File: src/rtl/cassette_saver.sv
// cassette_saver
// Serialises a RAM region as an Oric .TAP byte stream:
//   SYNC_COUNT x 0x16, 0x24, 9-byte header, null-terminated name, data bytes.
// Sits between the machine RAM read port and the ioctl upload buffer.
//
// Ports
//   clk, reset            system clock, asynchronous active-high reset
//   start, abort          single-cycle requests (start sampled only in IDLE)
//   start_addr, end_addr  inclusive RAM range to save
//   file_type, autorun    header type / autorun bytes
//   name                  filename, char i in bits [8i+7:8i]
//   ram_addr, ram_rd      RAM read port (data returns on ram_q one clk later)
//   out_data/valid/ready  byte stream handshake, out_last on final data byte
//   busy, done, error     status: busy while saving, done/error one-cycle pulses
//
// Optional build macro CASSETTE_SAVER_BYTECOUNT_EN adds output byte_count,
// the number of accepted stream bytes since the last accepted start.
//
// state | meaning
// ------+----------------------------------------------------------
// IDLE  | waiting for start
// SYNC  | emitting 0x16 sync bytes
// MARK  | emitting 0x24 marker
// HDR   | emitting 9 header bytes
// NAME  | emitting filename chars up to first 0x00 or NAME_MAX
// NUL   | emitting name terminator 0x00
// FETCH | ram_rd asserted for current address
// WAIT  | capturing ram_q into the data register
// DATA  | presenting the data byte
// DONE  | one-cycle done pulse

module cassette_saver #(
    parameter int SYNC_COUNT = 4,
    parameter int NAME_MAX   = 16
) (
    input  logic                  clk,
    input  logic                  reset,
    input  logic                  start,
    input  logic                  abort,
    input  logic [15:0]           start_addr,
    input  logic [15:0]           end_addr,
    input  logic [7:0]            file_type,
    input  logic [7:0]            autorun,
    input  logic [8*NAME_MAX-1:0] name,
    output logic [15:0]           ram_addr,
    output logic                  ram_rd,
    input  logic [7:0]            ram_q,
    output logic [7:0]            out_data,
    output logic                  out_valid,
    input  logic                  out_ready,
    output logic                  out_last,
    output logic                  busy,
    output logic                  done,
    output logic                  error
`ifdef CASSETTE_SAVER_BYTECOUNT_EN
    ,
    output logic [16:0]           byte_count
`endif
);

    localparam logic [3:0] S_IDLE  = 4'd0;
    localparam logic [3:0] S_SYNC  = 4'd1;
    localparam logic [3:0] S_MARK  = 4'd2;
    localparam logic [3:0] S_HDR   = 4'd3;
    localparam logic [3:0] S_NAME  = 4'd4;
    localparam logic [3:0] S_NUL   = 4'd5;
    localparam logic [3:0] S_FETCH = 4'd6;
    localparam logic [3:0] S_WAIT  = 4'd7;
    localparam logic [3:0] S_DATA  = 4'd8;
    localparam logic [3:0] S_DONE  = 4'd9;

    localparam int         IW        = $clog2(NAME_MAX + 1);
    localparam logic [3:0] SYNC_LAST = 4'(SYNC_COUNT - 1);

    logic [3:0]            state_q, state_d;
    logic [3:0]            cnt_q, cnt_d;
    logic [IW-1:0]         idx_q, idx_d;
    logic [16:0]           addr_q, addr_d;
    logic [15:0]           end_q, end_d;
    logic [15:0]           start_q, start_d;
    logic [7:0]            type_q, type_d;
    logic [7:0]            auto_q, auto_d;
    logic [8*NAME_MAX-1:0] name_q, name_d;
    logic [7:0]            data_q, data_d;
    logic                  error_q, error_d;

    // One extra always-zero slot so the look-ahead at idx+1 is always in
    // range and a full-length name terminates naturally.
    logic [7:0]            name_arr [NAME_MAX+1];
    logic [IW-1:0]         idx_nxt;
    logic [7:0]            hdr_byte;
    logic                  hs;
    logic                  start_ok;
    logic                  at_end;

    always_comb begin
        for (int i = 0; i < NAME_MAX; i++) begin
            name_arr[i] = name_q[8*i +: 8];
        end
        name_arr[NAME_MAX] = 8'h00;
    end

    assign idx_nxt  = idx_q + IW'(1);
    assign hs       = out_valid & out_ready;
    assign start_ok = (state_q == S_IDLE) && start && (end_addr >= start_addr);
    assign at_end   = (addr_q == {1'b0, end_q});

    always_comb begin
        hdr_byte = 8'h00;
        case (cnt_q)
            4'd2:    hdr_byte = type_q;
            4'd3:    hdr_byte = auto_q;
            4'd4:    hdr_byte = end_q[15:8];
            4'd5:    hdr_byte = end_q[7:0];
            4'd6:    hdr_byte = start_q[15:8];
            4'd7:    hdr_byte = start_q[7:0];
            default: hdr_byte = 8'h00;
        endcase
    end

    always_comb begin
        state_d = state_q;
        cnt_d   = cnt_q;
        idx_d   = idx_q;
        addr_d  = addr_q;
        end_d   = end_q;
        start_d = start_q;
        type_d  = type_q;
        auto_d  = auto_q;
        name_d  = name_q;
        data_d  = data_q;
        error_d = 1'b0;

        // abort wins over any handshake in the same cycle
        if (state_q != S_IDLE && abort) begin
            state_d = S_IDLE;
        end else begin
            case (state_q)
                S_IDLE: begin
                    if (start) begin
                        if (end_addr >= start_addr) begin
                            start_d = start_addr;
                            end_d   = end_addr;
                            type_d  = file_type;
                            auto_d  = autorun;
                            name_d  = name;
                            addr_d  = {1'b0, start_addr};
                            cnt_d   = 4'd0;
                            state_d = S_SYNC;
                        end else begin
                            error_d = 1'b1;
                        end
                    end
                end
                S_SYNC: begin
                    if (hs) begin
                        if (cnt_q == SYNC_LAST) begin
                            state_d = S_MARK;
                        end else begin
                            cnt_d = cnt_q + 4'd1;
                        end
                    end
                end
                S_MARK: begin
                    if (hs) begin
                        cnt_d   = 4'd0;
                        state_d = S_HDR;
                    end
                end
                S_HDR: begin
                    if (hs) begin
                        if (cnt_q == 4'd8) begin
                            idx_d   = '0;
                            state_d = (name_arr[0] == 8'h00) ? S_NUL : S_NAME;
                        end else begin
                            cnt_d = cnt_q + 4'd1;
                        end
                    end
                end
                S_NAME: begin
                    if (hs) begin
                        if (name_arr[idx_nxt] == 8'h00) begin
                            state_d = S_NUL;
                        end else begin
                            idx_d = idx_nxt;
                        end
                    end
                end
                S_NUL: begin
                    if (hs) begin
                        state_d = S_FETCH;
                    end
                end
                S_FETCH: state_d = S_WAIT;
                S_WAIT: begin
                    data_d  = ram_q;
                    state_d = S_DATA;
                end
                S_DATA: begin
                    if (hs) begin
                        if (at_end) begin
                            state_d = S_DONE;
                        end else begin
                            addr_d  = addr_q + 17'd1;
                            state_d = S_FETCH;
                        end
                    end
                end
                S_DONE:  state_d = S_IDLE;
                default: state_d = S_IDLE;
            endcase
        end
    end

    always_ff @(posedge clk or posedge reset) begin
        if (reset) begin
            state_q <= S_IDLE;
            cnt_q   <= '0;
            idx_q   <= '0;
            addr_q  <= '0;
            end_q   <= '0;
            start_q <= '0;
            type_q  <= '0;
            auto_q  <= '0;
            name_q  <= '0;
            data_q  <= '0;
            error_q <= 1'b0;
        end else begin
            state_q <= state_d;
            cnt_q   <= cnt_d;
            idx_q   <= idx_d;
            addr_q  <= addr_d;
            end_q   <= end_d;
            start_q <= start_d;
            type_q  <= type_d;
            auto_q  <= auto_d;
            name_q  <= name_d;
            data_q  <= data_d;
            error_q <= error_d;
        end
    end

    always_comb begin
        out_data = 8'h00;
        case (state_q)
            S_SYNC:  out_data = 8'h16;
            S_MARK:  out_data = 8'h24;
            S_HDR:   out_data = hdr_byte;
            S_NAME:  out_data = name_arr[idx_q];
            S_NUL:   out_data = 8'h00;
            S_DATA:  out_data = data_q;
            default: out_data = 8'h00;
        endcase
    end

    assign out_valid = (state_q == S_SYNC) || (state_q == S_MARK) || (state_q == S_HDR) ||
                       (state_q == S_NAME) || (state_q == S_NUL)  || (state_q == S_DATA);
    assign out_last  = (state_q == S_DATA) && at_end;
    assign ram_addr  = addr_q[15:0];
    assign ram_rd    = (state_q == S_FETCH);
    assign busy      = (state_q != S_IDLE) && (state_q != S_DONE);
    assign done      = (state_q == S_DONE);
    assign error     = error_q;

`ifdef CASSETTE_SAVER_BYTECOUNT_EN
    logic [16:0] byte_count_q;

    always_ff @(posedge clk or posedge reset) begin
        if (reset) begin
            byte_count_q <= '0;
        end else if (start_ok) begin
            byte_count_q <= '0;
        end else if (hs && !abort) begin
            byte_count_q <= byte_count_q + 17'd1;
        end
    end

    assign byte_count = byte_count_q;
`endif

endmodule
File: config.mk
export PLATFORM = sky130hd
export DESIGN_NAME = cassette_saver
export DESIGN_NICKNAME = d
export VERILOG_FILES = /design/src/rtl/cassette_saver.sv
export SDC_FILE = /design/constraint.sdc
export NUM_CORES = 1
export LEC_CHECK = 0
export BUFFER_PORTS_ARGS = -buffer_cell sky130_fd_sc_hd__buf_2
export CAP_MARGIN = 20
export CORE_ASPECT_RATIO = 1.2
export CORE_MARGIN = 2
export CORE_UTILIZATION = 36
export DETAILED_ROUTE_END_ITERATION = 8
export PLACE_DENSITY = 0.55
export SKIP_CTS_REPAIR_TIMING = 1
export SYNTH_ARGS = -nofsm -noshare
export SYNTH_HDL_FRONTEND = slang
export SYNTH_SLANG_ARGS = --single-unit
export TNS_END_PERCENT = 30
File: constraint.sdc
create_clock -name clk -period 9.3 [get_ports clk]
set_input_delay 0.93 -clock clk [delete_from_list [all_inputs] [get_ports clk]]
set_output_delay 0.93 -clock clk [all_outputs]
set_load 0.005 [all_outputs]
# Word-level counts from Yosys, hierarchy flattened
# Index checks and enable logic that the tools add are counted.
dict set report word_totals {
  word_cells 128
  inputBits 189
  reg_bits 215
}
dict set report op_classes {
  reduce_logical 21
  mux 45
  n_addsub 3
  eq_ne 41
  order_cmp 3
  bitwise 4
}
# operator n
set ops {}
lappend ops {{$bmux 8 s5} 2}
lappend ops {{$mux 4} 20}
lappend ops {{$mux 17} 4}
lappend ops {{$pmux 8 s6} 1}
lappend ops {{$pmux 8 s5} 1}
lappend ops {{$pmux 4 s9} 1}
lappend ops {{$pmux 17 s2} 1}
lappend ops {{$eq 4x3->1 const B} 8}
lappend ops {{$mux 8} 4}
lappend ops {{$ne 3x3->1 const B} 9}
lappend ops {{$ne 2x2->1 const B} 11}
lappend ops {{$mux 5} 4}
lappend ops {{$add 17x1->17 const B} 1}
lappend ops {{$eq 17x16->1} 1}
lappend ops {{$eq 4x2->1 const B} 4}
lappend ops {{$ge 16x16->1} 1}
lappend ops {{$logic_not 8->1} 2}
lappend ops {{$pmux 4 s4} 1}
lappend ops {{$eq 4x4->1 const B} 3}
lappend ops {{$ge 6x6->1 const B} 2}
lappend ops {{$not 5->6} 2}
lappend ops {{$reduce_and 6->1} 2}
lappend ops {{$reduce_and 11->1} 1}
lappend ops {{$pmux 5 s2} 1}
lappend ops {{18 further kinds} 30}

# Depth between registers and ports, before layout
dict set report depth {
  word_depth 10
  depth_mapped 11
  depth_no_buf 10
}

# Worst setup path before layout
# No wires, ideal clock.
dict set report synth_path {
  kind {reg-to-output}
  start {reg idx_q[0]}
  end {out out_data[7]}
  arrival_time_ns 2.102
  required_time_ns 8.370
  setup_slack_ns 6.268
  path_stages_with_launch 8
  path_buffers 3
  cell_sequence {dfrtp_1 -> buf_4 -> buf_2 -> buf_2 -> mux4_2 -> mux4_2 -> inv_1 -> o21ai_0}
}
dict set report synth_via {
  elab_chain_cells 5
}
# element line
set synth_rtl {}
lappend synth_rtl {{start, declared} 77} ;# logic [IW-1:0] idx_q, idx_d;
lappend synth_rtl {{start signal, assigned} 231} ;# idx_q <= idx_d;
lappend synth_rtl {{$not 5->6 (implied by the code)} 249} ;# S_NAME: out_data = name_arr[idx_q];
lappend synth_rtl {{$bmux 8 s5} 249}
lappend synth_rtl {{$mux 8 (implied by the code) (2 in a row)} 249}
lappend synth_rtl {{$pmux 8 s5} 245} ;# case (state_q)
lappend synth_rtl {{end, declared} 48} ;# output logic [7:0] out_data,
# No other way between the ends. The select of a mux whose other input is x is not followed.

# Worst setup path after layout
dict set report layout_path {
  start {reg idx_q[0]}
  end {out out_data[2]}
}
# Same word-level chain as after synthesis.

==> results_dict.tcl <==
set metrics [dict create \
    p_sw_frac 0.354 \
    layout_common_cells "buf_2 (218), dfrtp_1 (214), mux2_2 (173)" \
    setup_ws_ps 5390 \
    synthMuxAreaShare 0.252 \
    synthAdderAreaFrac 0.0250 \
    overflow 0 \
    drt_iter0_drc 532 \
    antenna_found_initial 3 \
    irDropWorstVdd_v 0.000191 \
    row_count 71 \
    crit_family "multiplexers" \
    hold_class "register to register" \
    max_stage_delay_ps 650 \
    critPathRequiredTime_ps 8370 \
    syn_area_per_cell_sq_um 11.9 \
    viasPerCell 5.38 \
    wl_um 32800 \
    grt_max_degree 95 \
    synth_warnings 0 \
    synthFlopType "dfrtp_1" \
    first_pass_iters 7 \
    dp_hpwl_um 24800 \
    area_delta_synth_final_pct 18.8 \
    drive_gt1_frac 0.432 \
    htreeDepth 1 \
    power_density_nw_per_um2 330 \
    p_clk_frac 0.222 \
    synth_cell_types 69 \
    fp.dieW_um 167 \
    final_common_cell "buf_2" \
    cp_max_fo 53 \
    synthSimpleGateAreaFrac 0.0946 \
    period_share 0.421 \
    clockBufferDepth 3 \
    worstSetupStartpoint "idx_q[0]$_DFFE_PP0P_" \
    path_cells "buf_4 -> mux4_2 -> mux4_2 -> inv_1 -> o22ai_1 -> buf_2" \
    worstSkewPairLatency_ps 530 \
    max-slew-margin-rel 0.359 \
    cts_buffers 25 \
    cts-root-buf "clkbuf_16" \
    min_period_ps 3910 \
    fin_tns_setup_ps 0 \
    async_reset_ff_frac 1.00 \
    power_frac_seq 0.411 \
    worst_ep_arrival_time_ps 2980 \
    synth-seq-cells 215 \
    remaining_drc_errors 0 \
    ant_nets 0 \
    seq_area_frac_synth 0.471 \
    end_kind "primary output" \
    critPathLaunchType "register" \
    outcome "completed" \
    r2r_slack_ps 5780 \
    die_area_sq_um 33100 \
    synth_top_family_by_area "multiplexers" \
    crit_buf_inv 3 \
    vias 8394 \
    synthXorXnorAreaFrac 0.0160 \
    p_int_mw 2.89 \
    leakage_nw 5.90 \
    synthCells 959 \
    grtUsageTotal 0.196 \
    rsz0062_at_grt "false" \
    cpMostUsedCell "mux4_2" \
    cp_slowest_cell "mux4_2" \
    layout.nets 1352 \
    setup_viol 0 \
    grt_pass1_wl_um 50100 \
    p_sw_mw 1.58 \
    synth_compound_area_frac 0.0959 \
    report.final.slew_viol_count 0 \
    fp.dieH_um 199 \
    tritoncts "yes" \
    path_depth 6 \
    synth_edf_count 0 \
    path_class "register to primary output" \
    rr_worst_depth 10 \
    clock_skew_ps 10.5 \
    max_freq_mhz 255 \
    synth_nets 1170 \
    wl_per_cell_um 21.0 \
    io_buffers 218 \
    maxCapViolations 0 \
    start_util 0.365 \
    whs_path_depth 2 \
    clk_pin_slew_ps 60 \
    hold_viol 0 \
    cp-endpoint "out_data[2]" \
    tightestPinTransition_ps 961 \
    place_ws_ps 5140 \
    io_pins 219 \
    regToRegStartpoint "idx_q[0]$_DFFE_PP0P_" \
    grt_pass1_vias 8642 \
    place_congestion 0.843 \
    pwr-share-comb 0.366 \
    r2r_end "idx_q[0]$_DFFE_PP0P_" \
    synth_area_sq_um 11400 \
    core_area_sq_um 31300 \
    cts.sinks 215 \
]
==> layout make-up <==
cell class	count	area [sq um]
Antenna cell	1	2.50
Tap cell	401	502
Clock buffer	34	719
Timing Repair Buffer	227	1160
Clock inverter	11	120
Multi-Input combinational cell	636	5540
Inverter	36	143
Fill cell	3056	17700
Sequential cell	215	5380
==> worst min-delay path by stage <==
stage                           startpoint                     end  slack (ps)
CTS                 start_q[3]$_DFFE_PP0P_  start_q[3]$_DFFE_PP0P_         490
detailed placement  start_q[1]$_DFFE_PP0P_  start_q[1]$_DFFE_PP0P_         470
global placement    start_q[3]$_DFFE_PP0P_  start_q[3]$_DFFE_PP0P_         470
floorplan           start_q[1]$_DFFE_PP0P_  start_q[1]$_DFFE_PP0P_         440
global route        start_q[3]$_DFFE_PP0P_  start_q[3]$_DFFE_PP0P_         510
finish              start_q[1]$_DFFE_PP0P_  start_q[1]$_DFFE_PP0P_         490
==> synth_stat cells, types with 3 or more instances <==
master	instances	area share
and2_1	3	0.0016
xor2_1	4	0.0031
a311o_1	3	0.0026
nand2_1	62	0.020
nor2b_1	9	0.0049
o22ai_1	12	0.0066
ha_1	22	0.024
inv_1	35	0.012
buf_4	17	0.011
a211oi_1	4	0.0026
a221oi_1	3	0.0023
xnor2_1	15	0.012
nor4_2	3	0.0033
a221o_1	3	0.0026
clkbuf_1	24	0.0079
nand3_1	29	0.013
buf_2	28	0.012
mux2i_1	3	0.0026
a32oi_1	3	0.0023
mux2_2	173	0.17
nor4_1	25	0.014
a222oi_1	8	0.0070
mux4_2	40	0.079
nor3_2	3	0.0026
dfrtp_1	215	0.47
nor3_1	12	0.0053
a21oi_1	44	0.019
a31oi_1	6	0.0033
nand2b_1	9	0.0049
o21ai_0	54	0.024
nand4_1	7	0.0038
a22o_1	3	0.0023
and3_1	6	0.0033
nor2_1	28	0.0092
==> power by group through the flow <==
stage                     clock network, mW  registers [mW]  logic, mW
after floorplan                           0            1.65       1.33
after global placement                    0            1.85       1.63
after detailed placement                  0            1.86       1.66
after CTS                              1.03            1.84       1.67
after global routing                   1.07            1.91       1.79
final                                 0.996            1.84       1.64
==> state kept, by name, summed over array words and instances (netlist names) <==
register,flops
state_q,4
error,1
idx_q,5
auto_q,8
name_q,128
cnt_q,4
addr_q,17
start_q,16
end_q,16
data_q,8
type_q,8
==> worst reg2reg max path: stages (launching register included) <==
cell       delay, ps
dfrtp_2          340
buf_4            620
ha_1             630
nor2_1           180
nand2_1          150
nor4_1            50
o22ai_1          190
a31oi_2          150
a2111oi_4        560
o21ai_2          220
mux2_2           310
==> metal layers <==
layer	GRT usage	up-vias	wire length [um]
met5	0	-	27
met4	0.0603	4	907
met3	0.0402	56	1830
met2	0.357	246	17100
met1	0.232	4139	12900
li1	-	3949	-
==> logic make-up (layout without fill, tap and decap cells) <==
kind of cell / Yosys count / count (layout)
adder cells (fa/ha/maj): 23 / 23
other: 0 / 1
AO/OA/AOI/OAI: 168 / 168
buffers and inverters: 108 / 308
XOR/XNOR: 20 / 20
flip-flops: 215 / 215
multiplexers: 216 / 216
AND/OR/NAND/NOR: 209 / 209
==> metrics by stage <==
stage	utilization	total power, mW	std cells	area [sq um]	hold WS [ps]
2_1_floorplan	-	2.98	959	11400	444
3_3_place_gp	0.407	3.48	1515	12700	469
3_5_place_dp	0.407	3.52	1515	12700	471
4_1_cts	0.434	4.54	1560	13600	486
5_1_grt	0.434	4.76	1560	13600	508
6_report	0.434	4.48	1561	13600	485
No activity file was read; power rests on OpenSTA's default activity.
